[config.mk]
export PLATFORM = sky130hd
export DESIGN_NAME = imem_loader_flat
export DESIGN_NICKNAME = d
export VERILOG_FILES = /design/src/rtl/imem_loader_if.sv /design/src/rtl/imem_loader.sv /design/src/flat_wrapper.sv
export SDC_FILE = /design/constraint.sdc
export NUM_CORES = 1
export LEC_CHECK = 0
export CORE_MARGIN = 2
export CORE_UTILIZATION = 42
export DETAILED_ROUTE_END_ITERATION = 10
export GPL_ROUTABILITY_DRIVEN = 0
export PLACE_DENSITY = 0.77
export SLEW_MARGIN = 5
export SYNTH_ARGS = -nofsm -noshare
export SYNTH_HDL_FRONTEND = slang
export SYNTH_SLANG_ARGS = --single-unit
export TNS_END_PERCENT = 5
[constraint.sdc]
create_clock -name clock -period 4.4 [get_ports clock]
set_input_delay 1.1 -clock clock [delete_from_list [all_inputs] [get_ports clock]]
set_output_delay 1.1 -clock clock [all_outputs]
set_load 0.01 [all_outputs]
[src/rtl/imem_loader_if.sv]
// Byte-stream input, instruction-memory write port and status bundle of the program loader.
interface imem_loader_if #(
  parameter int ADDR_WIDTH = 10
);
  logic [7:0]            in_data;
  logic                  in_valid;
  logic                  in_ready;
  logic                  restart;
  logic                  imem_we;
  logic [ADDR_WIDTH-1:0] imem_addr;
  logic [31:0]           imem_wdata;
  logic                  cpu_hold;
  logic                  load_done;
  logic                  load_error;
  logic [15:0]           word_count;

  modport master (
    output in_data, in_valid, restart,
    input  in_ready, imem_we, imem_addr, imem_wdata,
    input  cpu_hold, load_done, load_error, word_count
  );

  modport slave (
    input  in_data, in_valid, restart,
    output in_ready, imem_we, imem_addr, imem_wdata,
    output cpu_hold, load_done, load_error, word_count
  );
endinterface

[src/rtl/imem_loader.sv]
// Loads a framed instruction image (A5, LEN_HI, LEN_LO, payload, XOR checksum) into
// instruction memory one word at a time while holding the CPU.
//
// state      | meaning
// st_idle    | waiting for header 0xA5, other bytes discarded
// st_len_hi  | expecting upper length byte
// st_len_lo  | expecting lower length byte, range check
// st_data    | assembling payload bytes into a word
// st_write   | one-cycle memory write, input bubble
// st_check   | expecting checksum byte
// st_done    | image loaded, CPU released
// st_error   | frame rejected, CPU kept on hold
module imem_loader #(
  parameter int ADDR_WIDTH = 10,
  parameter int BASE_ADDR  = 0,
  parameter int MAX_WORDS  = 1024
) (
  input logic         clock,
  input logic         reset_n,
  imem_loader_if.slave bus
);

  typedef enum logic [2:0] {
    st_idle, st_len_hi, st_len_lo, st_data, st_write, st_check, st_done, st_error
  } state_t;

  localparam logic [16:0] max_w = 17'(MAX_WORDS);

  state_t      state, state_nxt;
  logic [7:0]  len_hi;
  logic [15:0] len;
  logic [31:0] asm_word;
  logic [7:0]  chk;
  logic [1:0]  byte_idx;
  logic [15:0] word_count;

  logic        rdy;
  logic        take;
  logic        restart_ok;
  logic [15:0] n_in;

  assign rdy        = (state != st_write);
  assign take       = bus.in_valid && rdy;
  assign restart_ok = bus.restart && ((state == st_done) || (state == st_error));
  assign n_in       = {len_hi, bus.in_data};

  always_ff @(posedge clock or negedge reset_n) begin
    if (!reset_n) state <= st_idle;
    else          state <= state_nxt;
  end

  always_comb begin
    state_nxt      = state;
    bus.imem_we    = 1'b0;
    bus.cpu_hold   = 1'b1;
    bus.load_done  = 1'b0;
    bus.load_error = 1'b0;
    unique case (state)
      st_idle: begin
        bus.cpu_hold = 1'b0;
        if (take && (bus.in_data == 8'hA5)) state_nxt = st_len_hi;
      end
      st_len_hi: if (take) state_nxt = st_len_lo;
      st_len_lo: begin
        if (take) begin
          if ({1'b0, n_in} > max_w) state_nxt = st_error;
          else if (n_in == 16'd0)   state_nxt = st_check;
          else                      state_nxt = st_data;
        end
      end
      st_data: if (take && (byte_idx == 2'd3)) state_nxt = st_write;
      st_write: begin
        bus.imem_we = 1'b1;
        state_nxt   = ((word_count + 16'd1) == len) ? st_check : st_data;
      end
      st_check: if (take) state_nxt = (bus.in_data == chk) ? st_done : st_error;
      st_done: begin
        bus.cpu_hold  = 1'b0;
        bus.load_done = 1'b1;
        if (restart_ok) state_nxt = st_idle;
      end
      st_error: begin
        bus.load_error = 1'b1;
        if (restart_ok) state_nxt = st_idle;
      end
      default: state_nxt = st_idle;
    endcase
  end

  always_ff @(posedge clock or negedge reset_n) begin
    if (!reset_n) begin
      len_hi     <= '0;
      len        <= '0;
      asm_word   <= '0;
      chk        <= '0;
      byte_idx   <= '0;
      word_count <= '0;
    end else begin
      unique case (state)
        st_idle: begin
          if (take && (bus.in_data == 8'hA5)) begin
            word_count <= '0;
            chk        <= '0;
            byte_idx   <= '0;
          end
        end
        st_len_hi: if (take) len_hi <= bus.in_data;
        st_len_lo: if (take) len <= n_in;
        st_data: begin
          if (take) begin
            asm_word <= {asm_word[23:0], bus.in_data};
            chk      <= chk ^ bus.in_data;
            byte_idx <= byte_idx + 2'd1;
          end
        end
        st_write: word_count <= word_count + 16'd1;
        default: ;
      endcase
    end
  end

  // Address wraps naturally in ADDR_WIDTH bits.
  assign bus.in_ready   = rdy;
  assign bus.imem_addr  = ADDR_WIDTH'(BASE_ADDR) + ADDR_WIDTH'(word_count);
  assign bus.imem_wdata = asm_word;
  assign bus.word_count = word_count;

endmodule

[src/flat_wrapper.sv]
// flat-port wrapper written by rule: the top's interface ports become plain ports
module imem_loader_flat 
#(
  parameter int ADDR_WIDTH = 10,
  parameter int BASE_ADDR  = 0,
  parameter int MAX_WORDS  = 1024
)
  (clock, reset_n, bus_in_data, bus_in_valid, bus_restart, bus_in_ready, bus_imem_we, bus_imem_addr, bus_imem_wdata, bus_cpu_hold, bus_load_done, bus_load_error, bus_word_count);
  imem_loader_if #(.ADDR_WIDTH(ADDR_WIDTH)) bus_i ();
  input logic clock;
  input logic reset_n;
  input wire logic [$bits(bus_i.in_data)-1:0] bus_in_data;
  input wire logic [$bits(bus_i.in_valid)-1:0] bus_in_valid;
  input wire logic [$bits(bus_i.restart)-1:0] bus_restart;
  output wire logic [$bits(bus_i.in_ready)-1:0] bus_in_ready;
  output wire logic [$bits(bus_i.imem_we)-1:0] bus_imem_we;
  output wire logic [$bits(bus_i.imem_addr)-1:0] bus_imem_addr;
  output wire logic [$bits(bus_i.imem_wdata)-1:0] bus_imem_wdata;
  output wire logic [$bits(bus_i.cpu_hold)-1:0] bus_cpu_hold;
  output wire logic [$bits(bus_i.load_done)-1:0] bus_load_done;
  output wire logic [$bits(bus_i.load_error)-1:0] bus_load_error;
  output wire logic [$bits(bus_i.word_count)-1:0] bus_word_count;
  assign bus_i.in_data = bus_in_data;
  assign bus_i.in_valid = bus_in_valid;
  assign bus_i.restart = bus_restart;
  assign bus_in_ready = bus_i.in_ready;
  assign bus_imem_we = bus_i.imem_we;
  assign bus_imem_addr = bus_i.imem_addr;
  assign bus_imem_wdata = bus_i.imem_wdata;
  assign bus_cpu_hold = bus_i.cpu_hold;
  assign bus_load_done = bus_i.load_done;
  assign bus_load_error = bus_i.load_error;
  assign bus_word_count = bus_i.word_count;
  imem_loader #(.ADDR_WIDTH(ADDR_WIDTH), .BASE_ADDR(BASE_ADDR), .MAX_WORDS(MAX_WORDS)) u_core (.clock(clock), .reset_n(reset_n), .bus(bus_i));
endmodule
==> flow_summary.ini <==
[status]
outcome = complete, no violations

[timing]
timing.hold.ws_ns = 0.482
tns_ns = 0
clock_skew_ns = 0.00722
maxSlewHeadroom_pct = 30.9
final.min_clock_period_ns = 3.65
max_freq_mhz = 274
finalCritPeriodShare_pct = 83.0
setup_viol = 0
drv_slew = 0
worst_pin_slew_ns = 1.04
hold_viol = 0
rsz0062_at_grt = no

[drt]
drtPass1Iterations = 4
drt_iter0_drc = 220
via_count = 3528
wl_per_cell_um = 15.5
wirelength_um = 10000
ant_nets = 0
drc = 0
viasPerCell = 5.46

[clock_tree]
cts_tree = yes
htreeDepth = 3
clk_path_buf_depth = 2
ctsHoldBuffers = 0
cts_made_buffers = 9
cts_root_buf = clkbuf_8
cts_resized = 0
path_clk_slew_ns = 0.09
insertion_delay_ns = 0.36
postCtsSetupBuffers = 0
cts.sinks = 85

[global_routing]
grt_max_degree = 86
track_usage_pct = 18.4
grt_pass1_wl_um = 16500
grt_busiest_layer = met2
gr-usage-met2_pct = 28.1
grt_overflow = 0
grt_antenna_before_repair = 0
use_met3_pct = 5.57
grt_use_met1_pct = 25.1
grt_pass1_vias = 3368

[synth]
synth_cells = 452
syn_nets = 466
yosysTopAreaCellShare_pct = 49.2
syn-mean-instance-area_um2 = 9.56
ys_types = 52
yosysSeqAreaShare_pct = 49.2
ys_top_cells_by_area = dfrtp_1 (49%), nand2_1 (9.9%), mux2_2 (6.5%), o21ai_0 (5.2%), xnor2_1 (4.3%)
synth_top_area_cell = dfrtp_1
netlist_area_um2 = 4320
ys_ff_latch = 85
yosysWarnings = 0

[cells_and_area]
final_cell_mix = nand2_1 (114), dfrtp_1 (85), clkdlybuf4s50_1 (73)
finalNetCount = 519
layout_commonest_cell = nand2_1
drive_above_1_share_pct = 11.6
stdcell_count = 646
syn2layout_area_growth_pct = 22.2
diodes = 0

[worst_hold_path]
hold_class = reg -> reg

[critical_path]
crit_type = reg -> out
arrival_ns = 2.55
startpoint_type = register
cp.required_ns = 3.30
end_kind = output port
cp_max_fo = 20

[power]
cell_internal_pwr_mw = 2.41
comb_power_share_pct = 43.2
ir_drop_mv = 0.374
switching_power_mw = 1.50
power_mw = 3.91
p_per_area_nw_per_um2 = 740
power_frac_seq_pct = 40.4
switching_share_pct = 38.4
clkPwrFrac_pct = 16.3
p_leak_nw = 2.25

[floorplan]
fp.coreArea_um2 = 10100
ios = 75
start_util_pct = 42.6
dieArea_um2 = 11100
fp.dieH_um = 105
fp-row-count = 37
die_x_um = 105

[place]
io_buffers = 74
dp_hpwl_um = 6870
placed_cells = 630

[flow_run]
drv_cap = 0
## metal layers
layer,share of wire [%],up-vias,wire (µm)
met4,1.4,0,144
met1,44,1733,4450
li1,-,1653,-
met2,47,128,4650
met5,0,-,0
met3,7.6,14,759
## Yosys cell counts (all sizes together)
| cell type | instances |
|---|---|
| and4 | 3 |
| nand2b | 1 |
| nand3 | 7 |
| and2 | 3 |
| or2 | 1 |
| inv | 3 |
| clkbuf | 18 |
| buf | 17 |
| or3 | 5 |
| and3 | 5 |
| nor2b | 4 |
| ha | 2 |
| a22oi | 1 |
| nor3b | 1 |
| o31ai | 3 |
| a21oi | 3 |
| nand4 | 9 |
| a22o | 2 |
| a31o | 2 |
| a311oi | 1 |
| xnor2 | 21 |
| xor2 | 10 |
| a32oi | 1 |
| o41ai | 3 |
| mux2i | 1 |
| o2111ai | 2 |
| nand3b | 1 |
| a21o | 1 |
| nor3 | 7 |
| a211oi | 2 |
| nand2 | 115 |
| a211o | 1 |
| o311ai | 1 |
| nor2 | 24 |
| o31a | 1 |
| a31oi | 3 |
| or4 | 1 |
| mux2 | 25 |
| dfrtp | 85 |
| o211ai | 2 |
| nor4 | 8 |
| o21ai | 45 |
| o21a | 1 |
## state kept, by name, indices dropped and copies added, names as in the netlist
name,cells
u_core.bus.word_count,16
u_core.state,3
u_core.len,16
u_core.len_hi,8
u_core.chk,8
u_core.byte_idx,2
u_core.bus.imem_wdata,32
## cell families (layout without fill, tap and decap cells)
logic type	Yosys count	after routing	synth area share [%]
muxes	26	26	6.74
and+or+nand+nor	195	195	21.2
AOI/OAI and AO/OA	75	75	11.0
xor gates and xnor gates	31	31	6.28
DFF	85	85	49.2
adders and majority gates	2	2	0.579
buffers and inverters	38	96	5.01
## power groups by stage
stage / clock network, mW / registers, mW / logic (mW)
after global routing: 0.692 / 1.64 / 1.84
after CTS: 0.647 / 1.58 / 1.71
after global placement: 0 / 1.56 / 1.65
final: 0.638 / 1.58 / 1.69
after floorplan: 0 / 1.52 / 1.06
after detailed placement: 0 / 1.58 / 1.70
## worst max-delay path, stage by stage (launching register included)
cell and delay [ns]:
dfrtp_1 0.62, nor2_1 0.11, and2_1 0.31, inv_1 0.49
clkdlybuf4s50_1 0.65
## worst paths after layout
kind	from	endpoint	slack, ns	depth (start not counted)
worst max-delay path	u_core.state[1]	bus_in_ready	0.75	4
worst min-delay path	u_core.bus.imem_wdata[31]	u_core.bus.imem_wdata[31]	0.48	2
worst min register to register	u_core.bus.imem_wdata[31]	u_core.bus.imem_wdata[31]	0.48	2
min in group asynchronous	reset_n	u_core.bus.word_count[5]	0.90	1
worst max register to register	u_core.bus.word_count[0]	u_core.state[1]	1.87	7
max in group asynchronous	reset_n	u_core.byte_idx[1]	2.82	1
## cell type report
cell class | count | area, µm²
clock buffers | 10 | 138
clock inverters | 6 | 93.8
fillers | 894 | 4860
inverters | 3 | 11.3
multi-input cells | 329 | 1980
flip-flops and latches | 85 | 2130
well taps | 136 | 170
repair buffers | 77 | 761
## metrics by stage
step	setup slack, ns	instance area, µm²	utilization [%]
final	0.750	5280	52.1
after global routing	0.642	5280	52.1
after CTS	0.779	5280	52.1
after detailed placement	1.16	5050	49.8
after global placement	1.24	5050	49.8
after floorplan	1.87	4320	-
Power figures use the tool's default switching activity.
